[config.mk]
export PLATFORM = sky130hd
export DESIGN_NAME = settings_bus_arbiter
export DESIGN_NICKNAME = d
export VERILOG_FILES = /design/src/rtl/game_pkg.sv /design/src/rtl/rr_picker.sv /design/src/rtl/settings_bus_arbiter.sv
export SDC_FILE = /design/constraint.sdc
export NUM_CORES = 1
export LEC_CHECK = 0
export ABC_AREA = 1
export CORE_UTILIZATION = 35
export CTS_CLUSTER_DIAMETER = 100
export DETAILED_ROUTE_END_ITERATION = 16
export HOLD_SLACK_MARGIN = 0.03
export PLACE_DENSITY = 0.77
export REMOVE_ABC_BUFFERS = 1
export SYNTH_ARGS = -nofsm -noshare
export SYNTH_HDL_FRONTEND = slang
export SYNTH_SLANG_ARGS = --single-unit
[constraint.sdc]
create_clock -name clk -period 2.6 [get_ports clk]
set_clock_uncertainty 0.2 [all_clocks]
set_input_delay 0.52 -clock clk [delete_from_list [all_inputs] [get_ports clk]]
set_output_delay 0.52 -clock clk [all_outputs]
set_load 0.02 [all_outputs]
[src/rtl/game_pkg.sv]
// Shared game-level types and constants: the settings arbiter state encoding,
// the settings register map and the filler word returned on an aborted read.
package game_pkg;

    // Settings bus arbiter state encoding
    typedef enum logic [1:0] {
        IDLE    = 2'd0,
        ISSUE   = 2'd1,
        CAPTURE = 2'd2,
        RESPOND = 2'd3
    } arb_state_t;

    // Settings / statistics register addresses on the read-only settings slave
    localparam logic [7:0] SETTINGS_ADR_BOARD_W     = 8'h00;
    localparam logic [7:0] SETTINGS_ADR_BOARD_H     = 8'h02;
    localparam logic [7:0] SETTINGS_ADR_MINES       = 8'h04;
    localparam logic [7:0] SETTINGS_ADR_TIME_LIMIT  = 8'h08;
    localparam logic [7:0] SETTINGS_ADR_GAMES_PLAY  = 8'h0A;
    localparam logic [7:0] SETTINGS_ADR_GAMES_WON   = 8'h0C;
    localparam logic [7:0] SETTINGS_ADR_BEST_TIME   = 8'h0E;
    localparam logic [7:0] SETTINGS_ADR_CUR_STREAK  = 8'h10;
    localparam logic [7:0] SETTINGS_ADR_BEST_STREAK = 8'h12;

    // Data word handed back when a read is abandoned
    localparam logic [15:0] SETTINGS_BAD_DATA = 16'hDEAD;

endpackage

[src/rtl/rr_picker.sv]
// Round-robin picker: returns the first requester that is requesting and not
// masked, searching upward from ptr with wrap-around. Purely combinational.
module rr_picker #(
    parameter  int NUM_REQ = 4,
    localparam int IDX_W   = $clog2(NUM_REQ)
) (
    input  logic [NUM_REQ-1:0] req,
    input  logic [NUM_REQ-1:0] mask,
    input  logic [IDX_W-1:0]   ptr,
    output logic               found,
    output logic [IDX_W-1:0]   idx
);

    logic [IDX_W-1:0] cand;

    function automatic logic [IDX_W-1:0] wrap_idx(input logic [IDX_W-1:0] base, input int off);
        int s;
        s = int'(base) + off;
        if (s >= NUM_REQ) s = s - NUM_REQ;
        return IDX_W'(s);
    endfunction

    // Walk the requesters in priority order starting at ptr; the first eligible one wins
    always_comb begin
        found = 1'b0;
        idx   = '0;
        cand  = '0;
        for (int i = 0; i < NUM_REQ; i++) begin
            cand = wrap_idx(ptr, i);
            if (!found && req[cand] && !mask[cand]) begin
                found = 1'b1;
                idx   = cand;
            end
        end
    end

endmodule

[src/rtl/settings_bus_arbiter.sv]
// Round-robin arbiter sharing the read-only settings Wishbone slave among
// NUM_REQ consumers. One read at a time: IDLE -> ISSUE -> CAPTURE -> RESPOND.
// Optional build macro SETTINGS_ARB_TIMEOUT_EN aborts a read stalled for
// TIMEOUT_CYCLES strobe cycles, answering SETTINGS_BAD_DATA with rsp_err=1.
module settings_bus_arbiter
    import game_pkg::*;
#(
    parameter int NUM_REQ        = 4,
    parameter int TIMEOUT_CYCLES = 255
) (
    input  logic                 clk,
    input  logic                 rst_n,
    input  logic [NUM_REQ-1:0]   req,
    input  logic [NUM_REQ*8-1:0] req_adr,
    output logic [NUM_REQ-1:0]   rsp_valid,
    output logic [15:0]          rsp_dat,
    output logic                 rsp_err,
    output logic                 m_stb_o,
    output logic                 m_we_o,
    output logic [7:0]           m_adr_o,
    input  logic                 m_ack_i,
    input  logic                 m_stall_i,
    input  logic [15:0]          m_dat_i,
    output logic                 busy
);

    localparam int IDX_W = $clog2(NUM_REQ);

    if (NUM_REQ < 2 || NUM_REQ > 8 || TIMEOUT_CYCLES < 1) begin : g_bad_param
        $error("settings_bus_arbiter: NUM_REQ must be 2..8 and TIMEOUT_CYCLES >= 1");
    end

    arb_state_t       state;
    logic [IDX_W-1:0] ptr;
    logic [IDX_W-1:0] grant;
    logic             pick_found;
    logic [IDX_W-1:0] pick_idx;
    logic [7:0]       adr_sel;
    logic             accepted;

    // A beat is taken only when the slave acks an unstalled strobe
    assign accepted = m_ack_i & ~m_stall_i;
    assign m_we_o   = 1'b0;
    assign busy     = (state != IDLE);

    // Requester currently pulsing rsp_valid is not eligible for a new grant
    rr_picker #(.NUM_REQ(NUM_REQ)) u_picker (
        .req   (req),
        .mask  (rsp_valid),
        .ptr   (ptr),
        .found (pick_found),
        .idx   (pick_idx)
    );

    // Address of the requester the picker selected, captured on grant
    always_comb begin
        adr_sel = '0;
        for (int i = 0; i < NUM_REQ; i++) begin
            if (pick_idx == IDX_W'(i)) adr_sel = req_adr[8*i +: 8];
        end
    end

`ifdef SETTINGS_ARB_TIMEOUT_EN
    localparam int CNT_W = $clog2(TIMEOUT_CYCLES + 1);
    logic [CNT_W-1:0] to_cnt;
    logic             to_hit;
    logic             err_q;

    // The last allowed strobe cycle is the one where the counter shows TIMEOUT_CYCLES-1
    assign to_hit  = (to_cnt == CNT_W'(TIMEOUT_CYCLES - 1));
    assign rsp_err = err_q;
`else
    assign rsp_err = 1'b0;
`endif

    // Arbitration FSM with registered bus and response outputs
    always_ff @(posedge clk or negedge rst_n) begin
        if (!rst_n) begin
            state     <= IDLE;
            ptr       <= '0;
            grant     <= '0;
            m_stb_o   <= 1'b0;
            m_adr_o   <= '0;
            rsp_valid <= '0;
            rsp_dat   <= '0;
`ifdef SETTINGS_ARB_TIMEOUT_EN
            to_cnt    <= '0;
            err_q     <= 1'b0;
`endif
        end else begin
            case (state)
                IDLE: begin
                    if (pick_found) begin
                        grant   <= pick_idx;
                        m_adr_o <= adr_sel;
                        m_stb_o <= 1'b1;
                        state   <= ISSUE;
`ifdef SETTINGS_ARB_TIMEOUT_EN
                        to_cnt  <= '0;
`endif
                    end
                end
                ISSUE: begin
                    if (accepted) begin
                        m_stb_o <= 1'b0;
                        state   <= CAPTURE;
                    end
`ifdef SETTINGS_ARB_TIMEOUT_EN
                    else if (to_hit) begin
                        m_stb_o   <= 1'b0;
                        rsp_dat   <= SETTINGS_BAD_DATA;
                        err_q     <= 1'b1;
                        rsp_valid <= NUM_REQ'(1) << grant;
                        state     <= RESPOND;
                    end else begin
                        to_cnt <= to_cnt + 1'b1;
                    end
`endif
                end
                CAPTURE: begin
                    // Slave data is registered, so it is valid one cycle after ack
                    rsp_dat   <= m_dat_i;
                    rsp_valid <= NUM_REQ'(1) << grant;
                    state     <= RESPOND;
                end
                RESPOND: begin
                    rsp_valid <= '0;
                    ptr       <= (grant == IDX_W'(NUM_REQ - 1)) ? '0 : grant + 1'b1;
                    state     <= IDLE;
`ifdef SETTINGS_ARB_TIMEOUT_EN
                    err_q     <= 1'b0;
`endif
                end
                default: state <= IDLE;
            endcase
        end
    end

endmodule

==> metrics.cfg <==
[power_and_ir_drop]
power_frac_comb_pct = 67.2
power_density_nw_per_um2 = 1450
power_frac_seq_pct = 22.1
p_int_uw = 2480
p_clk_share_pct = 10.6
ir_worst_vdd_v = 0.000784
p_leak_uw = 0.00147
sw_frac_of_total_pct = 45.6
power.switching_uw = 2080

[synth]
synth_flop_cell = dfrtp_1
avgSynthCellArea_sq_um = 8.54
ys_seq_area_share_pct = 42.0
synth.distinct_cells = 30
async_reset_ff_share_pct = 100
synth_edf_count = 0
synth.area.top_cells = dfrtp_1, nand2_1, mux2_2
synth-seq-cells = 35
synth_top_area_cell = dfrtp_1
synth_area_sq_um = 2080
synth_top_area_share_pct = 42.0
yosysWarnings = 0
postSynthCellCount = 244

[critical_path]
crit_arrival_ps = 1670
reg2reg_slack_ps = 310
reg2reg_to = m_adr_o[2]
worstSetupPathType = reg -> out
cp.required_ps = 1880
r2r_cells = 14
cp_max_fo = 3
startpoint_type = register
r2r_start = ptr[0]
setup.worst_path.end_class = output port
cp-startpoint = state[0]
crit_end = busy

[cells_and_area]
drive_above_1_share_pct = 18.5
fin_nets = 399
final_cell_mix = clkdlybuf4s50_1, nand2_1, dfrtp_1
area_growth_pct = 50.9
final-instance-count-excl-fill = 408
final_core_util_pct = 56.1
layout_commonest_cell = clkdlybuf4s50_1
antennaDiodeCount = 0
fillers = 529

[grt]
grt_use_total_pct = 16.8
globalRouteOverflowTotal = 0
grt.met3_usage_pct = 4.25
busiest_layer = met2
antenna_found_initial = 0
grt_use_met2_pct = 28.6
first_global_vias = 1989
grtUsageMet1_pct = 20.1
grt_pass1_wl_um = 8200
grt_max_degree = 36

[clock_network]
root_buffer = clkbuf_8
cts_made_buffers = 5
h-tree-depth = 2
cts_tree = yes
cts_buffer_depth = 2
cts_sinks = 35
clkTransAtPathRegs_ps = 70
post_cts_buffers = 0
clk_latency_ps = 280

[sta]
slew_violations = 0
worst_slack_ps = 208
setup_viol_count_final = 0
slew_headroom_pct = 48.5
fmax_mhz = 418
tightestPinTransition_ps = 772
fin_crit_sh_pct = 92.0
tns_ps = 0
holdWs_ps = 107
fin_crit_ps = 2390
hold_viol = 0
rsz0062_at_grt = false

[placement]
gp_congestion = 0.765
hpwl_um = 3990
dp_slack_ps = -84.2
place_inst = 400
port_buffers = 85

[min_path]
worstHoldPathType = in -> async

[floorplanning]
num_rows = 27
start_util_pct = 37.2
core_sq_um = 5610
dieWidth_um = 79.2
ios = 88
chipHeight_um = 79.2
die_area_sq_um = 6270

[drt]
ant_nets = 0
vias_per_cell = 4.70
drt_iter0_drc = 38
post-route-drc-count = 0
wl_um = 4990
wl_per_cell_um = 12.2
dr_total_vias = 1916
dr.pass1.iters = 4

[flow_run]
cap_violations = 0

[run_status]
status = finished clean

-- power by group through the flow --
stage	combinational, uW	sequential (uW)	clock, uW
final	3060	1010	485
after global routing	3400	1040	521
after CTS	3090	1010	500
after detailed placement	3070	1020	0
after global placement	3000	1010	0
after floorplan	1670	1260	0
-- worst min path at each step --
stage | endpoint | depth (start not counted)
floorplan | grant[0] | 0
CTS | rsp_dat[9] | 1
finish | m_adr_o[3] | 1
global placement | m_adr_o[0] | 2
detailed placement | m_adr_o[4] | 2
global route | rsp_dat[9] | 1
-- timing repair --
| item | CTS | global route |
|---|---|---|
| hold buffers | 0 | 0 |
| gates resized for setup | 0 | 1 |
| setup endpoints to repair | 0 | 2 |
-- through the flow --
step | area (sq um) | total power (uW)
after floorplan | 2020 | 2930
after global placement | 3030 | 4010
after detailed placement | 3030 | 4090
after CTS | 3140 | 4600
after global routing | 3150 | 4960
final | 3150 | 4560
-- logic make-up after synthesis --
family,count (synthesis),share of synthesized area (%)
mux,16,8.64
buf+inv,42,9.00
flops,35,42.0
fa+ha+maj,8,4.80
other cells,1,0.180
compound gates,25,7.56
simple gates,117,27.8
-- worst max-delay path, cell delays in order (launching register included) --
cell             delay, ps
dfrtp_1                380
inv_1                   80
ha_1                   220
inv_1                   90
clkdlybuf4s50_1        610
-- metal layers --
layer / share of wire [%] / up-vias
met5: 0 / -
met3: 4.6 / 5
met1: 44 / 905
met2: 50 / 42
met4: 1.2 / 0
li1: - / 964
-- registers in the layout, indices dropped and copies added, names as in the netlist --
register	flops
rsp_dat	16
m_adr_o	8
rsp_valid	4
grant	2
ptr	2
state	2
m_stb_o	1
-- layout make-up --
| cell class | instances | area [sq um] | area share (%) |
|---|---|---|---|
| clock buffer | 5 | 68.8 | 2.19 |
| clock inverter | 3 | 43.8 | 1.39 |
| inverter | 32 | 123 | 3.90 |
| multi-input combinational | 168 | 1020 | 32.6 |
| sequential | 35 | 877 | 27.9 |
| tap | 72 | 90.1 | 2.86 |
| timing repair buffer | 93 | 918 | 29.2 |
-- cells in the mapped netlist, types with 2 or more instances --
library cell	n
nand2_4	3
inv_1	25
ha_1	8
nand3_2	4
nand4_1	8
nand3_1	27
buf_4	5
buf_1	2
nand2_2	4
nand2_1	66
o21ai_0	14
inv_2	6
o21ai_2	6
dfrtp_1	35
mux2_2	16
Power figures use the tool's default switching activity.
